### src/rtl/load_store_unit.sv
// RV32I load/store stage: one memory op in flight over a req/gnt/rvalid bus,
// with lane steering, load extension, alignment faults and bus timeout.
module load_store_unit #(
  parameter int TIMEOUT_CYCLES = 255
) (
  input  logic        clock,
  input  logic        reset,
  input  logic        req_valid_i,
  output logic        req_ready_o,
  input  logic        is_store_i,
  input  logic [2:0]  funct3_i,
  input  logic [31:0] addr_i,
  input  logic [31:0] wdata_i,
  input  logic [4:0]  rd_addr_i,
  output logic        mem_req_o,
  output logic        mem_we_o,
  output logic [31:0] mem_addr_o,
  output logic [31:0] mem_wdata_o,
  output logic [3:0]  mem_be_o,
  input  logic        mem_gnt_i,
  input  logic        mem_rvalid_i,
  input  logic [31:0] mem_rdata_i,
  output logic        resp_valid_o,
  output logic [31:0] resp_rdata_o,
  output logic [4:0]  resp_rd_o,
  output logic        resp_we_o,
  output logic        misaligned_o,
  output logic        bus_err_o
);

  localparam int CNT_W = (TIMEOUT_CYCLES < 2) ? 1 : $clog2(TIMEOUT_CYCLES);
  localparam logic [CNT_W-1:0] CNT_LAST = CNT_W'(TIMEOUT_CYCLES - 1);

  typedef enum logic [1:0] {S_IDLE, S_REQ, S_WAIT, S_RESP} state_t;

  state_t            r_state, w_next;
  logic              r_is_store, r_mis, r_berr;
  logic [2:0]        r_funct3;
  logic [31:0]       r_addr, r_wdata, r_rdata;
  logic [4:0]        r_rd;
  logic [CNT_W-1:0]  r_cnt;
  logic              w_fault, w_busy, w_done, w_tout;

  function automatic logic is_fault(input logic st, input logic [2:0] f3,
                                    input logic [1:0] off);
    logic bad;
    case (f3)
      3'b000:  bad = 1'b0;
      3'b001:  bad = off[0];
      3'b010:  bad = (off != 2'b00);
      3'b100:  bad = st;
      3'b101:  bad = st | off[0];
      default: bad = 1'b1;
    endcase
    return bad;
  endfunction

  function automatic logic [31:0] steer_wdata(input logic [2:0] f3, input logic [31:0] w);
    case (f3[1:0])
      2'b00:   return {4{w[7:0]}};
      2'b01:   return {2{w[15:0]}};
      default: return w;
    endcase
  endfunction

  function automatic logic [3:0] steer_be(input logic [2:0] f3, input logic [1:0] off);
    case (f3[1:0])
      2'b00:   return 4'b0001 << off;
      2'b01:   return 4'b0011 << off;
      default: return 4'b1111;
    endcase
  endfunction

  // Shift the addressed lane down to bit 0, then sign- or zero-extend by funct3.
  function automatic logic [31:0] extend_load(input logic [2:0] f3, input logic [1:0] off,
                                              input logic [31:0] word);
    logic        [31:0] sh;
    logic signed [7:0]  b_s;
    logic signed [15:0] h_s;
    sh  = word >> {off, 3'b000};
    b_s = sh[7:0];
    h_s = sh[15:0];
    case (f3)
      3'b000:  return 32'(b_s);
      3'b100:  return {24'd0, sh[7:0]};
      3'b001:  return 32'(h_s);
      3'b101:  return {16'd0, sh[15:0]};
      default: return sh;
    endcase
  endfunction

  assign w_fault = is_fault(is_store_i, funct3_i, addr_i[1:0]);
  assign w_busy  = (r_state == S_REQ) || (r_state == S_WAIT);
  assign w_done  = ((r_state == S_REQ) && mem_gnt_i && mem_rvalid_i) ||
                   ((r_state == S_WAIT) && mem_rvalid_i);
  assign w_tout  = w_busy && !w_done && (r_cnt == CNT_LAST);

  always_ff @(posedge clock or posedge reset) begin
    if (reset) r_state <= S_IDLE;
    else       r_state <= w_next;
  end

  always_comb begin
    w_next = r_state;
    case (r_state)
      S_IDLE: if (req_valid_i) w_next = w_fault ? S_RESP : S_REQ;
      S_REQ: begin
        if (w_done || w_tout) w_next = S_RESP;
        else if (mem_gnt_i)   w_next = S_WAIT;
      end
      S_WAIT: if (w_done || w_tout) w_next = S_RESP;
      default: w_next = S_IDLE;
    endcase
  end

  // Captured op fields, timeout counter and response registers
  always_ff @(posedge clock or posedge reset) begin
    if (reset) begin
      r_is_store <= 1'b0;
      r_funct3   <= 3'd0;
      r_addr     <= 32'd0;
      r_wdata    <= 32'd0;
      r_rd       <= 5'd0;
      r_rdata    <= 32'd0;
      r_mis      <= 1'b0;
      r_berr     <= 1'b0;
      r_cnt      <= '0;
    end else begin
      case (r_state)
        S_IDLE: if (req_valid_i) begin
          r_is_store <= is_store_i;
          r_funct3   <= funct3_i;
          r_addr     <= addr_i;
          r_wdata    <= wdata_i;
          r_rd       <= rd_addr_i;
          r_rdata    <= 32'd0;
          r_mis      <= w_fault;
          r_berr     <= 1'b0;
          r_cnt      <= '0;
        end
        S_REQ, S_WAIT: begin
          if (w_done) begin
            if (!r_is_store) r_rdata <= extend_load(r_funct3, r_addr[1:0], mem_rdata_i);
          end else if (w_tout) begin
            r_berr <= 1'b1;
          end else begin
            r_cnt <= r_cnt + CNT_W'(1);
          end
        end
        default: ;
      endcase
    end
  end

  always_comb begin
    req_ready_o  = (r_state == S_IDLE);
    mem_req_o    = 1'b0;
    mem_we_o     = 1'b0;
    mem_addr_o   = 32'd0;
    mem_wdata_o  = 32'd0;
    mem_be_o     = 4'd0;
    resp_valid_o = 1'b0;
    resp_rdata_o = 32'd0;
    resp_rd_o    = 5'd0;
    resp_we_o    = 1'b0;
    misaligned_o = 1'b0;
    bus_err_o    = 1'b0;
    if (r_state == S_REQ) begin
      mem_req_o   = 1'b1;
      mem_we_o    = r_is_store;
      mem_addr_o  = {r_addr[31:2], 2'b00};
      mem_wdata_o = r_is_store ? steer_wdata(r_funct3, r_wdata) : 32'd0;
      mem_be_o    = r_is_store ? steer_be(r_funct3, r_addr[1:0]) : 4'b1111;
    end
    if (r_state == S_RESP) begin
      resp_valid_o = 1'b1;
      resp_rdata_o = r_rdata;
      resp_rd_o    = r_rd;
      resp_we_o    = !r_is_store && !r_mis && !r_berr;
      misaligned_o = r_mis;
      bus_err_o    = r_berr;
    end
  end

endmodule

### config.mk
export PLATFORM = sky130hd
export DESIGN_NAME = load_store_unit
export DESIGN_NICKNAME = d
export VERILOG_FILES = /design/src/rtl/load_store_unit.sv
export SDC_FILE = /design/constraint.sdc
export NUM_CORES = 1
export LEC_CHECK = 0
export CAP_MARGIN = 0
export CORE_MARGIN = 5
export CORE_UTILIZATION = 38
export DETAILED_ROUTE_END_ITERATION = 16
export PLACE_DENSITY = 0.75
export SKIP_CTS_REPAIR_TIMING = 1
export SYNTH_ARGS = -nofsm -noshare
export SYNTH_HDL_FRONTEND = slang
export SYNTH_SLANG_ARGS = --single-unit
### constraint.sdc
create_clock -name clock -period 3.3 [get_ports clock]
set_input_delay 0.495 -clock clock [delete_from_list [all_inputs] [get_ports clock]]
set_output_delay 0.495 -clock clock [all_outputs]
set_load 0.005 [all_outputs]
==> flow_summary.json, run 1 <==
{
  "seqPwrFrac_pct": 31.7,
  "regArea_sq_um": 2930,
  "slew_headroom_pct": 47.5,
  "final_cell_mix": "clkdlybuf4s50_1, dfrtp_1, mux2_2, and2_1, nand2_1",
  "placed_cell_area_sq_um": 8850,
  "critPathLaunch": "r_state[1]",
  "max_cap_viol_count": 0,
  "first_pass_iters": 5,
  "layout_commonest_cell": "clkdlybuf4s50_1",
  "nNetsFinal": 921,
  "hold_path.class": "reg -> reg",
  "drc_errors": 0,
  "cts_tree": "done",
  "p_leak_uw": 0.00397,
  "grt_setup_unrepaired": "no",
  "chipHeight_um": 140,
  "core-area_sq_um": 16600,
  "setup_ws_ps": 281,
  "ys_types": 55,
  "hp-start": "r_rdata[5]",
  "grt_first_pass_wirelength_um": 30500,
  "std_cell_rows": 47,
  "ys_warn_count": 0,
  "ir_worst_vdd_v": 0.000542,
  "path_clk_slew_ps": 50,
  "drive_above_1_share_pct": 18.4,
  "cts_buffer_depth": 2,
  "required_ps": 2800,
  "multi_input_area_sq_um": 3270,
  "min_period_over_period_pct": 91.5,
  "worstSetupStartpointType": "flop",
  "cp.arrival_ps": 2520,
  "critical_path_class": "reg -> out",
  "antenna_found_initial": 0,
  "syn_avg_cell_area_sq_um": 10.8,
  "synthCells": 596,
  "globalplace.congestion": 0.879,
  "clkLatencyLatePin_ps": 410,
  "r2r_start": "r_state[1]",
  "post-dp-hpwl_um": 14300,
  "preCtsSetupSlack_ps": 644,
  "grt.total_usage_pct": 19.6,
  "route.vias.total": 5371,
  "clock_power_share_pct": 23.0,
  "synth_edf_count": 0,
  "switching_share_pct": 35.3,
  "async_reset_ff_share_pct": 100,
  "n_fill_cell": 1468,
  "outcome": "completed",
  "diodes": 0,
  "p_sw_uw": 2890,
  "wirelength_um": 19100,
  "grt_pass1_vias": 5618,
  "dp_cells": 1006,
  "stdcell_count": 1036,
  "cts_buffers": 17,
  "drv_slew": 0,
  "die_w_um": 140,
  "fmax_ghz": 0.331,
  "ioPinCount": 222,
  "clkSinkCount": 117,
  "finalHoldViolations": 0,
  "io_buffer_count": 219,
  "area_delta_synth_final_pct": 47.2,
  "die-area_sq_um": 19600,
  "crit_fanout": 25,
  "detail_route.wl_per_cell_um": 18.4,
  "synth_seq_cells": 117,
  "setup_viol": 0,
  "skew_ps": 6.30,
  "grt_max_degree": 45,
  "p_int_uw": 5300,
  "seq_area_frac_synth_pct": 45.6,
  "synth_top_flop_cell": "dfrtp_1",
  "end_kind": "output pin",
  "p_per_area_nw_per_um2": 866,
  "cts_root_buffer": "clkbuf_16",
  "drt_iter0_markers": 249,
  "vias_per_cell": 5.18,
  "final.setup.tns_ps": 0,
  "grt-ovfl-total": 0,
  "combPwrFrac_pct": 45.3,
  "postLayoutCoreUtil_pct": 57.0,
  "fin_area_sq_um": 9460,
  "worst_pin_slew_ps": 782,
  "start_util_pct": 38.7,
  "min_period_ps": 3020,
  "ant_nets": 0,
  "synth_area_sq_um": 6420,
  "htree_levels": 4
}
[final timing paths]
kind	depth (start not counted)	slack (ps)	to
worst max-delay path	6	280	mem_wdata_o[8]
worst min-delay path	1	480	r_rdata[5]
worst max register to register	7	620	r_rdata[1]
worst min register to register	1	480	r_rdata[5]
max in group asynchronous	3	2070	r_rdata[22]
min in group asynchronous	2	570	r_wdata[23]
[state kept, by name (all words and copies together) (netlist names)]
register / count
r_is_store: 1
r_rdata: 32
r_cnt: 8
r_funct3: 3
r_mis: 1
r_rd: 5
r_berr: 1
r_wdata: 32
r_state: 2
r_addr: 32
[worst max-delay path, cell delays in order, from the launching register on]
cell and delay, ps:
dfrtp_1 400, inv_1 90, ha_2 510, nand2_1 100, buf_4 250, a21oi_1 210
clkdlybuf4s50_1 540
[layout make-up]
| type | count | area share, % |
|---|---|---|
| Sequential cell | 117 | 30.9 |
| Clock inverter | 9 | 1.34 |
| Inverter | 9 | 0.397 |
| Timing Repair Buffer | 234 | 24.8 |
| Clock buffer | 21 | 5.08 |
| Tap cell | 220 | 2.91 |
| Multi-Input combinational cell | 426 | 34.6 |
[per-stage QoR]
step                      total power [uW]  hold WS [ps]
final                                 8190           479
after global routing                  8750           492
after CTS                             8270           483
after detailed placement              6320           469
after global placement                6260           463
after floorplan                       4850           448
[cells by family (layout without fill, tap and decap cells)]
logic type                 Yosys count  count (layout)  synth area share (%)
other                                1               2                0.0584
and+or+nand+nor                    192             192                  16.3
buffers and inverters               54             273                  3.74
DFF                                117             117                  45.6
adders and majority gates            6               6                  1.17
AOI/OAI and AO/OA                  108             108                  12.7
muxes                              118             118                  20.4
[power by group through the flow]
stage | Clock, uW | Sequential [uW] | Combinational [uW]
floorplan | 0 | 2340 | 2510
global placement | 0 | 2590 | 3670
detailed placement | 0 | 2600 | 3720
CTS | 1940 | 2590 | 3740
global route | 2000 | 2680 | 4060
finish | 1890 | 2590 | 3710
[synth_stat cells, types with 2 or more instances]
cell type / number / area share (%)
and3_1: 10 / 0.97
a21oi_1: 29 / 2.3
o21ai_0: 13 / 1.0
dfrtp_1: 117 / 46
buf_6: 2 / 0.35
and4_1: 2 / 0.27
buf_2: 12 / 0.93
nor2b_1: 5 / 0.49
mux2_2: 91 / 16
mux2i_1: 25 / 3.9
nor3b_1: 3 / 0.35
ha_1: 6 / 1.2
nand4_1: 4 / 0.39
buf_4: 2 / 0.23
a221o_1: 20 / 3.1
and2_1: 73 / 7.1
inv_1: 8 / 0.47
clkbuf_1: 29 / 1.7
nor2_1: 32 / 1.9
nand2b_1: 4 / 0.39
o21a_1: 2 / 0.23
o2bb2ai_1: 22 / 3.0
nand2_1: 40 / 2.3
o311ai_0: 2 / 0.27
a22o_1: 3 / 0.41
nand3_1: 8 / 0.62
o22ai_1: 2 / 0.19
o31ai_1: 3 / 0.35
[layer usage]
metal  share of wire, %  wire length, um  GRT usage [%]
met1                 41             7770           23.8
met2                 48             9170           31.8
met3                8.3             1590           6.92
met4                2.8              528           7.96
met5                  0                0              0
No activity file was read; power rests on OpenSTA's default activity.
==> inputs of run 2 (changes only) <==
--- a/config.mk
+++ b/config.mk
@@ -5,11 +5,13 @@
 export SDC_FILE = /design/constraint.sdc
 export NUM_CORES = 1
 export LEC_CHECK = 0
+export ABC_CLOCK_PERIOD_IN_PS = 3300
 export CAP_MARGIN = 0
 export CORE_MARGIN = 5
 export CORE_UTILIZATION = 38
 export DETAILED_ROUTE_END_ITERATION = 16
 export PLACE_DENSITY = 0.75
+export REMOVE_ABC_BUFFERS = 1
 export SKIP_CTS_REPAIR_TIMING = 1
 export SYNTH_ARGS = -nofsm -noshare
 export SYNTH_HDL_FRONTEND = slang
==> run 2 against run 1 <==
- sequential share of layout area grew 0.10 points
- highest routed layer unchanged
- critical endpoint is now mem_wdata_o[22]
- worst setup slack gained 52 ps
- total power shrank 0.23%
==> flow_summary.json, run 2 (same netlist as run 1, synthesis figures left out) <==
{
  "end_kind": "output pin",
  "clkLatencyLatePin_ps": 410,
  "io_buffer_count": 219,
  "slew_headroom_pct": 52.5,
  "antenna_found_initial": 0,
  "ioPinCount": 222,
  "multi_input_area_sq_um": 3270,
  "grt_setup_unrepaired": "no",
  "placed_cell_area_sq_um": 8840,
  "min_period_over_period_pct": 89.9,
  "die_w_um": 140,
  "r2r_start": "r_state[1]",
  "start_util_pct": 38.7,
  "ant_nets": 0,
  "route.vias.total": 5383,
  "n_fill_cell": 1454,
  "regArea_sq_um": 2930,
  "area_delta_synth_final_pct": 46.8,
  "min_period_ps": 2970,
  "nNetsFinal": 922,
  "fmax_ghz": 0.337,
  "finalHoldViolations": 0,
  "final.setup.tns_ps": 0,
  "setup_ws_ps": 333,
  "worst_pin_slew_ps": 710,
  "die-area_sq_um": 19600,
  "dp_cells": 1007,
  "outcome": "completed",
  "hold_path.class": "in -> async",
  "htree_levels": 4,
  "clkSinkCount": 117,
  "drv_slew": 0,
  "worstSetupStartpointType": "flop",
  "final_cell_mix": "clkdlybuf4s50_1, dfrtp_1, mux2_2, and2_1, nand2_1",
  "drive_above_1_share_pct": 18.2,
  "diodes": 0,
  "cts_tree": "done",
  "skew_ps": 7.72,
  "stdcell_count": 1037,
  "r2r-end": "r_rdata[15]",
  "critical_path_class": "reg -> out",
  "required_ps": 2800,
  "layout_commonest_cell": "clkdlybuf4s50_1",
  "first_pass_iters": 5,
  "reg.largest.list": "r_addr: 32 flops, r_rdata: 32 flops, r_wdata: 32 flops",
  "worst_r2r_path_depth": 8,
  "drc_errors": 0,
  "crit_fanout": 19,
  "fin_area_sq_um": 9430,
  "core-area_sq_um": 16600,
  "preCtsSetupSlack_ps": 672,
  "setup_viol": 0,
  "cts_buffers": 17,
  "ir_worst_vdd_v": 0.000462,
  "std_cell_rows": 47,
  "post-dp-hpwl_um": 14400,
  "grt_first_pass_wirelength_um": 31600,
  "grt-ovfl-total": 0,
  "cp.arrival_ps": 2470,
  "rrSetupSlack_ps": 660,
  "globalplace.congestion": 0.838,
  "max_cap_viol_count": 0,
  "grt_max_degree": 56,
  "p_per_area_nw_per_um2": 866,
  "path_clk_slew_ps": 60,
  "detail_route.wl_per_cell_um": 18.9,
  "vias_per_cell": 5.19,
  "p_leak_uw": 0.00395,
  "wirelength_um": 19600,
  "drt_iter0_markers": 311,
  "grt_pass1_vias": 5725,
  "total_power_uw": 8170,
  "cts_root_buffer": "clkbuf_16",
  "chipHeight_um": 140,
  "cts_buffer_depth": 2,
  "grt.total_usage_pct": 20.2
}
==> run 2: cell types whose count changed in the layout (fill, tap and decap cells not counted), sizes merged <==
cell      previous run  this run
clkbuf              21        22
clkinv               5         2
inv                  8         9
bufinv               3         2
clkinvlp             2         4
buf                 15        16
==> run 2: metrics by stage <==
stage               hold slack (ps)  util [%]
floorplan                       448         -
global placement                468      53.3
detailed placement              468      53.3
CTS                             485      56.9
global route                    491      56.9
finish                          480      56.9
==> run 2: worst max-delay path, cell delays in order, from the launching register on <==
cell             delay, ps
dfrtp_1                410
inv_1                  100
ha_1                   170
nand2_1                420
buf_4                  330
nor2_1                 110
clkdlybuf4s50_1        510
==> run 2: cell type report <==
class,instances,share of cell area (%)
timing repair buffer,235,24.8
clock buffer,22,5.14
clock inverter,8,1.06
tap,220,2.92
sequential,117,31.1
inverter,9,0.385
multi-input combinational,426,34.7
==> run 2: power breakdown <==
part | switching, uW | leakage [uW] | internal, uW
registers | 466 | 0.00146 | 2060
clock network | 645 | 0.000276 | 1180
logic | 1820 | 0.00221 | 2000
total | 2930 | 0.00395 | 5240
==> run 2: how the worst max path moves through the flow <==
| stage | from | endpoint | slack (ps) | cells after the start |
|---|---|---|---|---|
| 3_3_place_gp | r_state[1] | r_rdata[2] | 730 | 8 |
| 2_1_floorplan | reset | r_addr[0] | -300 | 1 |
| 6_report | r_state[1] | mem_wdata_o[22] | 330 | 6 |
| 4_1_cts | r_state[1] | mem_wdata_o[22] | 300 | 6 |
| 3_5_place_dp | r_state[1] | r_rdata[11] | 670 | 8 |
| 5_1_grt | r_state[1] | mem_wdata_o[22] | 180 | 6 |
==> run 2: metal layers <==
metal  wire [um]  global-route usage (%)  share of wire (%)  vias up
li1            -                       -                  -     2553
met1        8140                    24.8                 42     2604
met2        9100                    32.1                 46      206
met3        2110                    10.1                 11       20
met4         240                    5.00                1.2        0
met5           0                       0                  0        -
